### config.mk
export PLATFORM = sky130hd
export DESIGN_NAME = bit_scan_serializer
export DESIGN_NICKNAME = d
export VERILOG_FILES = /design/src/rtl/bit_scan_pkg.sv /design/src/rtl/bit_scan_serializer_prio_enc.sv /design/src/rtl/bit_scan_serializer.sv
export SDC_FILE = /design/constraint.sdc
export NUM_CORES = 1
export LEC_CHECK = 0
export BUFFER_PORTS_ARGS = -buffer_cell sky130_fd_sc_hd__buf_4
export CORE_UTILIZATION = 54
export DETAILED_ROUTE_END_ITERATION = 10
export GPL_TIMING_DRIVEN = 1
export PLACE_DENSITY = 0.79
export SLEW_MARGIN = 15
export SYNTH_ARGS = -nofsm -noshare
export SYNTH_HDL_FRONTEND = slang
export SYNTH_SLANG_ARGS = --single-unit
### constraint.sdc
create_clock -name clk -period 1.9 [get_ports clk]
set_clock_uncertainty 0.05 [all_clocks]
set_input_delay 0.095 -clock clk [delete_from_list [all_inputs] [get_ports clk]]
set_output_delay 0.095 -clock clk [all_outputs]
set_load 0.005 [all_outputs]
### src/rtl/bit_scan_pkg.sv
// Shared types and width helpers for the bit-scan serializer.
package bit_scan_pkg;

  // IDLE accepts a vector; SCAN emits one index per beat until the vector is exhausted.
  typedef enum logic [0:0] {
    IDLE,
    SCAN
  } scan_state_t;

  // Index width for a given vector width; a 1-bit vector still needs a 1-bit index.
  function automatic int unsigned idx_w(input int unsigned width);
    int unsigned w;
    w = (width > 1) ? int'($clog2(width)) : 1;
    return w;
  endfunction

endpackage

### src/rtl/bit_scan_serializer_prio_enc.sv
// Combinational priority encoder: picks the lowest (or highest) set bit of vec and
// flags whether exactly one bit is set.
module prio_enc
  import bit_scan_pkg::*;
#(
  parameter int unsigned WIDTH = 8,
  localparam int unsigned IDX_W = idx_w(WIDTH)
) (
  input  logic [WIDTH-1:0] vec,
  input  logic             msb_first,
  output logic [IDX_W-1:0] idx,
  output logic             found,
  output logic             onehot_last
);

  logic [WIDTH-1:0] vec_rev;
  logic [WIDTH-1:0] scan_vec;
  logic             multi;

  // Bit-reverse the vector so a single LSB-first scan serves both orders.
  always_comb begin
    vec_rev = '0;
    for (int unsigned i = 0; i < WIDTH; i++) begin
      vec_rev[i] = vec[WIDTH-1-i];
    end
    scan_vec = msb_first ? vec_rev : vec;
  end

  // First hit in scan order wins; any later hit marks the vector as multi-bit.
  always_comb begin
    idx   = '0;
    found = 1'b0;
    multi = 1'b0;
    for (int unsigned i = 0; i < WIDTH; i++) begin
      if (scan_vec[i]) begin
        if (found) begin
          multi = 1'b1;
        end else begin
          found = 1'b1;
          idx   = msb_first ? IDX_W'(WIDTH - 1 - i) : IDX_W'(i);
        end
      end
    end
    onehot_last = found && !multi;
  end

endmodule

### src/rtl/bit_scan_serializer.sv
// Accepts a WIDTH-bit vector and emits the index of each set bit, one per beat,
// LSB-first or MSB-first as chosen per vector. An all-zero vector yields one "none" beat.
module bit_scan_serializer
  import bit_scan_pkg::*;
#(
  parameter int unsigned WIDTH = 8,
  localparam int unsigned IDX_W = idx_w(WIDTH),
  localparam int unsigned CNT_W = $clog2(WIDTH + 1)
) (
  input  logic             clk,
  input  logic             rst,
  input  logic             in_valid,
  output logic             in_ready,
  input  logic [WIDTH-1:0] in_data,
  input  logic             in_msb_first,
  output logic             out_valid,
  input  logic             out_ready,
  output logic [IDX_W-1:0] out_idx,
  output logic [CNT_W-1:0] out_cnt,
  output logic             out_none,
  output logic             out_last
);

  scan_state_t      state_q, state_d;
  logic [WIDTH-1:0] pending_q, pending_d;
  logic             mode_q, mode_d;
  logic [CNT_W-1:0] cnt_q, cnt_d;

  logic [IDX_W-1:0] enc_idx;
  logic             enc_found;
  logic             enc_onehot;
  logic [WIDTH-1:0] clr_mask;
  logic             in_fire;
  logic             out_fire;
  logic             last_beat;

  prio_enc #(
    .WIDTH(WIDTH)
  ) u_prio_enc (
    .vec        (pending_q),
    .msb_first  (mode_q),
    .idx        (enc_idx),
    .found      (enc_found),
    .onehot_last(enc_onehot)
  );

  // Handshake and beat outputs decode registered state only, so in_* never reaches out_*.
  always_comb begin
    in_ready  = (state_q == IDLE) && !rst;
    out_valid = (state_q == SCAN) && !rst;
    in_fire   = in_valid && in_ready;
    out_fire  = out_valid && out_ready;
    // A zero vector is its own final beat.
    last_beat = !enc_found || enc_onehot;
    out_none  = out_valid && !enc_found;
    out_last  = out_valid && last_beat;
    out_idx   = (out_valid && enc_found) ? enc_idx : '0;
    out_cnt   = (out_valid && enc_found) ? cnt_q + CNT_W'(1) : '0;
  end

  // One-hot mask of the bit being emitted, cleared from pending on handshake.
  always_comb begin
    clr_mask = '0;
    for (int unsigned i = 0; i < WIDTH; i++) begin
      clr_mask[i] = enc_found && (IDX_W'(i) == enc_idx);
    end
  end

  // Next-state: load on accept, consume one bit per beat handshake, hold otherwise.
  always_comb begin
    state_d   = state_q;
    pending_d = pending_q;
    mode_d    = mode_q;
    cnt_d     = cnt_q;
    unique case (state_q)
      IDLE: begin
        if (in_fire) begin
          pending_d = in_data;
          mode_d    = in_msb_first;
          cnt_d     = '0;
          state_d   = SCAN;
        end
      end
      SCAN: begin
        if (out_fire) begin
          pending_d = pending_q & ~clr_mask;
          cnt_d     = cnt_q + CNT_W'(1);
          // Returning to IDLE here means no accept can coincide with the last beat.
          if (last_beat) begin
            state_d = IDLE;
          end
        end
      end
      default: state_d = IDLE;
    endcase
  end

  // State registers with synchronous reset; a reset abandons any vector in flight.
  always_ff @(posedge clk) begin
    if (rst) begin
      state_q   <= IDLE;
      pending_q <= '0;
      mode_q    <= 1'b0;
      cnt_q     <= '0;
    end else begin
      state_q   <= state_d;
      pending_q <= pending_d;
      mode_q    <= mode_d;
      cnt_q     <= cnt_d;
    end
  end

endmodule

==> impl_metrics.csv, run 1 <==
group,metric,value,unit
setup_path,worstReg2RegEnd,"state_q",
placement,port_buffers,23,
power,peakVddDrop,535,µV
sta,min_period,1.93,ns
setup_path,crit-reg2reg-launch,"pending_q[7]",
yosys,ys_seq_elements,14,
clock_network,path_clk_slew,0.09,ns
sta,slew_headroom,75.1,%
floorplanning,die_area,2360,µm²
sta,clock.fmax,0.518,GHz
status,violations,"negative setup slack",
setup_path,r2r_cells,7,
power,power_density,623,nW/µm²
detailed_routing,drc,0,
layout,layout_common_cells,"buf_4, nor2_1, nand2_1, a21oi_1, dfxtp_1",
floorplanning,dieHeight,48.6,µm
layout,antenna_cells,0,
floorplanning,die_width,48.6,µm
run,cap_violations,0,
clock_network,clk_latency,0.29,ns
clock_network,clock_sink_count,14,
power,clkPwrFrac,20.1,%
layout,fill_cells,168,
grt,overflow,0,
status,status,"finished with violations",
floorplanning,core_region_area,2000,µm²
power,power,0.878,mW
grt,antenna_found_initial,0,
power,p_switching,0.320,mW
yosys,ys_seq_area_share,23.9,%
yosys,netlist_area,1170,µm²
power,power.leakage,0.573,nW
clock_network,h-tree-depth,1,
grt,first_global_vias,1206,
yosys,synthTopCellsByArea,"dfxtp_1, nor2_1, buf_6",
min_path,hold_path.class,"input port to flop",
setup_path,cp-start-kind,"flop",
detailed_routing,dr.first_iter.drc_count,37,
detailed_routing,firstDrtPassIters,4,
grt,grt_max_degree,19,
clock_network,hold_buffers,0,
layout,layout_commonest_cell,"buf_4",
setup_path,crit_fanout,7,
detailed_routing,wl,3.12,mm
yosys,syn_area_per_cell,7.43,µm²
layout,synthToLayoutAreaGrowth,20.1,%
clock_network,cts_tree,"built",
sta,tns,-0.0317,ns
detailed_routing,vias,1268,
setup_path,critical_path.startpoint,"pending_q[7]",
yosys,async_flop_share,0,%
placement,routabilityCongestion,0.975,
sta,grt_setup_unrepaired,"yes",
floorplanning,start_util,58.6,%
floorplanning,pin_count,24,
yosys,netlist_instances,158,
yosys,yosys.area.top_type_share,23.9,%
sta,setup_slack,-0.0317,ns
sta,setup_viol,1,
yosys,synth_ff_type,"dfxtp_1",
setup_path,crit_type,"flop to output pin",
grt,grt_pass1_wl,5.22,mm
detailed_routing,avgViaCountPerCell,6.01,
setup_path,cp.required,1.75,ns
placement,hpwlAfterDp,2.23,mm
detailed_routing,postRouteAntennaNets,0,
yosys,yosysWarningCount,0,
placement,place_inst,201,
setup_path,worstSetupEndpoint,"out_last",
grt,grt_usage,28.8,%
clock_network,numCtsBuffers,3,
power,p_int,0.558,mW
clock_network,clock_path_buffers,2,
layout,layoutNonFillerInstCount,211,
sta,hold_viol_final,0,
floorplanning,num_rows,16,
power,swShare,36.4,%
yosys,synth_cell_types,40,
sta,tightest_slew,0.369,ns
setup_path,arrival,1.79,ns
yosys,synth_edf_count,0,
power,power_frac_seq,40.7,%
sta,final.period_utilization,102,%
setup_path,reg2reg_slack,0.08,ns
yosys,yosys.area.top_type,"dfxtp_1",
clock_network,root_buffer,"clkbuf_4",
layout,final_layout_size_suffix_gt1_share,30.4,%
yosys,synth_nets,172,
layout,nets,200,
power,p_comb_share,39.2,%
setup_path,critPathCaptureType,"output pin",
sta,slew_viol_final,0,
detailed_routing,wl_per_cell,14.8,µm
==> repair_timing <==
| action | CTS | global route |
|---|---|---|
| endpoints found under the setup margin | 2 | 5 |
| gates resized for setup | 10 | 6 |
| pin swaps | 6 | 0 |
| setup buffers | 7 | 0 |
==> power by group through the flow <==
stage / logic (mW) / clock network (mW) / registers, mW
final: 0.345 / 0.177 / 0.357
after CTS: 0.336 / 0.180 / 0.355
after global routing: 0.378 / 0.200 / 0.361
after detailed placement: 0.293 / 0 / 0.362
after floorplan: 0.244 / 0 / 0.333
after global placement: 0.286 / 0 / 0.361
==> per-stage QoR <==
stage          hold slack (ns)  cell area (µm²)  util [%]  worst slack [ns]
6_report                0.0319             1410      70.4           -0.0317
5_1_grt                 0.0335             1410      70.4            -0.106
4_1_cts                0.00185             1410      70.2          -0.00983
3_5_place_dp             0.316             1310      65.3            0.0676
3_3_place_gp             0.300             1310      65.3             0.133
2_1_floorplan            0.178             1170         -             0.300
==> cell type report <==
type | instances | area (µm²) | share of cell area [%]
Multi-Input combinational cell | 127 | 772 | 54.7
Clock buffer | 3 | 22.5 | 1.60
Sequential cell | 14 | 297 | 21.0
Inverter | 4 | 15.0 | 1.06
Timing Repair Buffer | 36 | 270 | 19.2
Tap cell | 27 | 33.8 | 2.40
==> kinds of logic (layout without fill, tap and decap cells) <==
group,count (synthesis),count (layout),synth area share [%]
AND/OR/NAND/NOR,80,80,34.5
flip-flops,14,14,23.9
buffers and inverters,17,43,11.4
AO/OA/AOI/OAI,40,40,24.2
adder cells (fa/ha/maj),1,1,1.07
XOR/XNOR,2,2,1.49
multiplexers,4,4,3.41
==> how the worst min path moves through the flow <==
stage | startpoint | to | slack (ns) | cells after the start
CTS | in_msb_first | mode_q | 0.002 | 3
global route | in_data[5] | pending_q[5] | 0.03 | 3
floorplan | in_msb_first | mode_q | 0.18 | 2
global placement | in_msb_first | mode_q | 0.30 | 3
detailed placement | in_msb_first | mode_q | 0.32 | 3
finish | in_data[5] | pending_q[5] | 0.03 | 3
==> routing by layer <==
layer	global-route usage (%)	part of all wire [%]
met5	0	0
met2	49.5	51
met3	6.60	6.7
met1	33.7	40
met4	13.2	1.8
==> critical path, stage by stage, from the launching register on <==
cell       delay [ns]
dfxtp_4          0.39
a211oi_2         0.25
a31oi_1          0.08
a2111oi_1        0.35
o22ai_1          0.15
nor2_1           0.16
buf_4            0.13
==> state kept, by name (all words and copies together), names as in the netlist <==
signal and count:
cnt_q 4, mode_q 1, pending_q 8, state_q 1
==> synthesized netlist by cell type, types with 3 or more instances <==
| cell | number |
|---|---|
| a211oi_1 | 3 |
| mux2i_1 | 4 |
| nor2b_1 | 5 |
| nand2_1 | 13 |
| or3_1 | 3 |
| nor3_1 | 5 |
| inv_1 | 4 |
| a21oi_1 | 11 |
| buf_6 | 8 |
| dfxtp_1 | 14 |
| a311oi_1 | 4 |
| nand2b_1 | 5 |
| nor2_1 | 31 |
| o21ai_0 | 7 |
| o31a_1 | 4 |
| nand3_1 | 5 |
Note: power is estimated with default switching activity, not from simulation.
==> inputs of run 2 (changes only) <==
--- a/config.mk
+++ b/config.mk
@@ -5,11 +5,11 @@
 export SDC_FILE = /design/constraint.sdc
 export NUM_CORES = 1
 export LEC_CHECK = 0
-export BUFFER_PORTS_ARGS = -buffer_cell sky130_fd_sc_hd__buf_4
-export CORE_UTILIZATION = 54
+export CORE_UTILIZATION = 55
 export DETAILED_ROUTE_END_ITERATION = 10
+export DONT_BUFFER_PORTS = 1
 export GPL_TIMING_DRIVEN = 1
-export PLACE_DENSITY = 0.79
+export PLACE_DENSITY = 0.8
 export SLEW_MARGIN = 15
 export SYNTH_ARGS = -nofsm -noshare
 export SYNTH_HDL_FRONTEND = slang
==> impl_metrics.csv, run 2 (synthesis gave the netlist of run 1 again) <==
group,metric,value,unit
status,status,"completed",
layout,largest_reg_flops,8,
floorplanning,start_util,59.2,%
min_path,hold_path.class,"input port to flop",
floorplanning,die_area,2320,µm²
setup_path,cp_slowest_stage_delay,0.39,ns
sta,tightest_slew,0.552,ns
clock_network,clock_path_buffers,2,
placement,place_inst,177,
floorplanning,dieHeight,48.2,µm
placement,place_ws,0.100,ns
power,peakVddDrop,445,µV
placement,postPlaceCellArea,1130,µm²
detailed_routing,firstDrtPassIters,4,
setup_path,worstSetupEndpoint,"out_last",
clock_network,numCtsBuffers,3,
layout,multiInputGateArea,787,µm²
floorplanning,num_rows,16,
layout,layout_commonest_cell,"nor2_1",
layout,final_area,1300,µm²
setup_path,crit_fanout,10,
sta,slew_viol_final,0,
sta,grt_setup_unrepaired,"yes",
grt,antenna_found_initial,0,
sta,setup_viol,0,
sta,setup_slack,0.0220,ns
layout,fin_util,65.4,%
grt,grt_max_degree,17,
power,power.leakage,0.470,nW
floorplanning,pin_count,24,
setup_path,crit-reg2reg-launch,"pending_q[2]",
placement,port_buffers,0,
grt,first_global_vias,1080,
detailed_routing,wl_per_cell,16.7,µm
grt,grt_usage,29.8,%
floorplanning,core_region_area,1980,µm²
detailed_routing,drc,0,
clock_network,clk_latency,0.28,ns
detailed_routing,vias,1241,
layout,final_layout_size_suffix_gt1_share,17.7,%
sta,slew_headroom,63.1,%
placement,routabilityCongestion,0.874,
power,power_density,648,nW/µm²
setup_path,worstReg2RegEnd,"pending_q[6]",
detailed_routing,dr.first_iter.drc_count,55,
sta,whs,0.0180,ns
setup_path,r2r_cells,5,
setup_path,reg2reg_slack,0.18,ns
detailed_routing,wl,3.19,mm
sta,hold_viol_final,0,
sta,final.period_utilization,98.8,%
setup_path,path_cells,"a211oi_2 > a31oi_1 > a2111oi_2 > o22ai_1 > nor2_1",
clock_network,cts_tree,"built",
clock_network,h-tree-depth,1,
layout,nets,180,
detailed_routing,avgViaCountPerCell,6.50,
run,cap_violations,0,
setup_path,critical_path.startpoint,"pending_q[6]",
setup_path,crit_type,"flop to output pin",
setup_path,cp-start-kind,"flop",
clock_network,path_clk_slew,0.08,ns
layout,fill_cells,142,
grt,grt_pass1_wl,4.77,mm
min_path,min_from,"in_data[6]",
detailed_routing,postRouteAntennaNets,0,
clock_network,clock_sink_count,14,
layout,largestRegisters,"pending_q (8), cnt_q (4)",
layout,synthToLayoutAreaGrowth,10.4,%
layout,seqCellArea,298,µm²
setup_path,cp.required,1.75,ns
setup_path,crit_path_top_delay_cell,"dfxtp_4",
floorplanning,die_width,48.2,µm
sta,clock.fmax,0.532,GHz
layout,layout_common_cells,"nor2_1, nand2_1, a21oi_1",
setup_path,critPathCaptureType,"output pin",
layout,regMostFlops,"pending_q",
clock_network,root_buffer,"clkbuf_4",
layout,layoutNonFillerInstCount,191,
setup_path,arrival,1.73,ns
layout,antenna_cells,0,
sta,min_period,1.88,ns
grt,overflow,0,
placement,hpwlAfterDp,2.04,mm
==> run 2: changes by cell type in the layout (fill, tap and decap cells not counted), sizes merged <==
cell         change
buf             -28
dlygate4sd3      +8
==> run 2: metrics by stage <==
stage	power (mW)	TNS, ns
finish	0.840	0
global route	0.887	-0.0398
CTS	0.802	0
detailed placement	0.606	0
global placement	0.598	0
floorplan	0.577	0
==> run 2: critical path, delay by kind of cell (launching register included) <==
kind / cells / cell delay (ns)
AOI/OAI and AO/OA: 4 / 0.88
DFF: 1 / 0.39
and+or+nand+nor: 1 / 0.18
==> run 2: where the power goes <==
part           total [mW]  switching, mW  leakage (nW)  internal (mW)
Sequential          0.360         0.0475         0.118          0.312
Clock               0.170         0.0966        0.0138         0.0737
Combinational       0.310          0.169         0.338          0.141
==> run 2: worst min path at each step <==
stage,to,cells past startpoint
floorplan,mode_q,2
global placement,mode_q,1
detailed placement,mode_q,1
CTS,pending_q[6],2
global route,pending_q[6],2
finish,pending_q[6],2
==> run 2: area by class of cell <==
| cell class | instances | area share (%) |
|---|---|---|
| clock buffer | 3 | 1.74 |
| inverter | 4 | 1.16 |
| multi-input combinational | 127 | 60.7 |
| sequential | 14 | 23.0 |
| tap | 27 | 2.61 |
| timing repair buffer | 16 | 10.8 |
==> run 2: what timing repair did <==
action | CTS | global route
hold buffers | 8 | 0
pin swaps | 2 | 5
setup endpoints to repair | 2 | 2
setup buffers | 2 | 1
endpoints found under the hold margin | 14 | 0
resized for setup | 2 | 15
==> run 2: per-layer routing <==
metal  GRT usage [%]  wire length [µm]
met1            35.7              1220
met2            49.1              1550
met3            6.67               260
met4            16.7               159
met5               0                 0
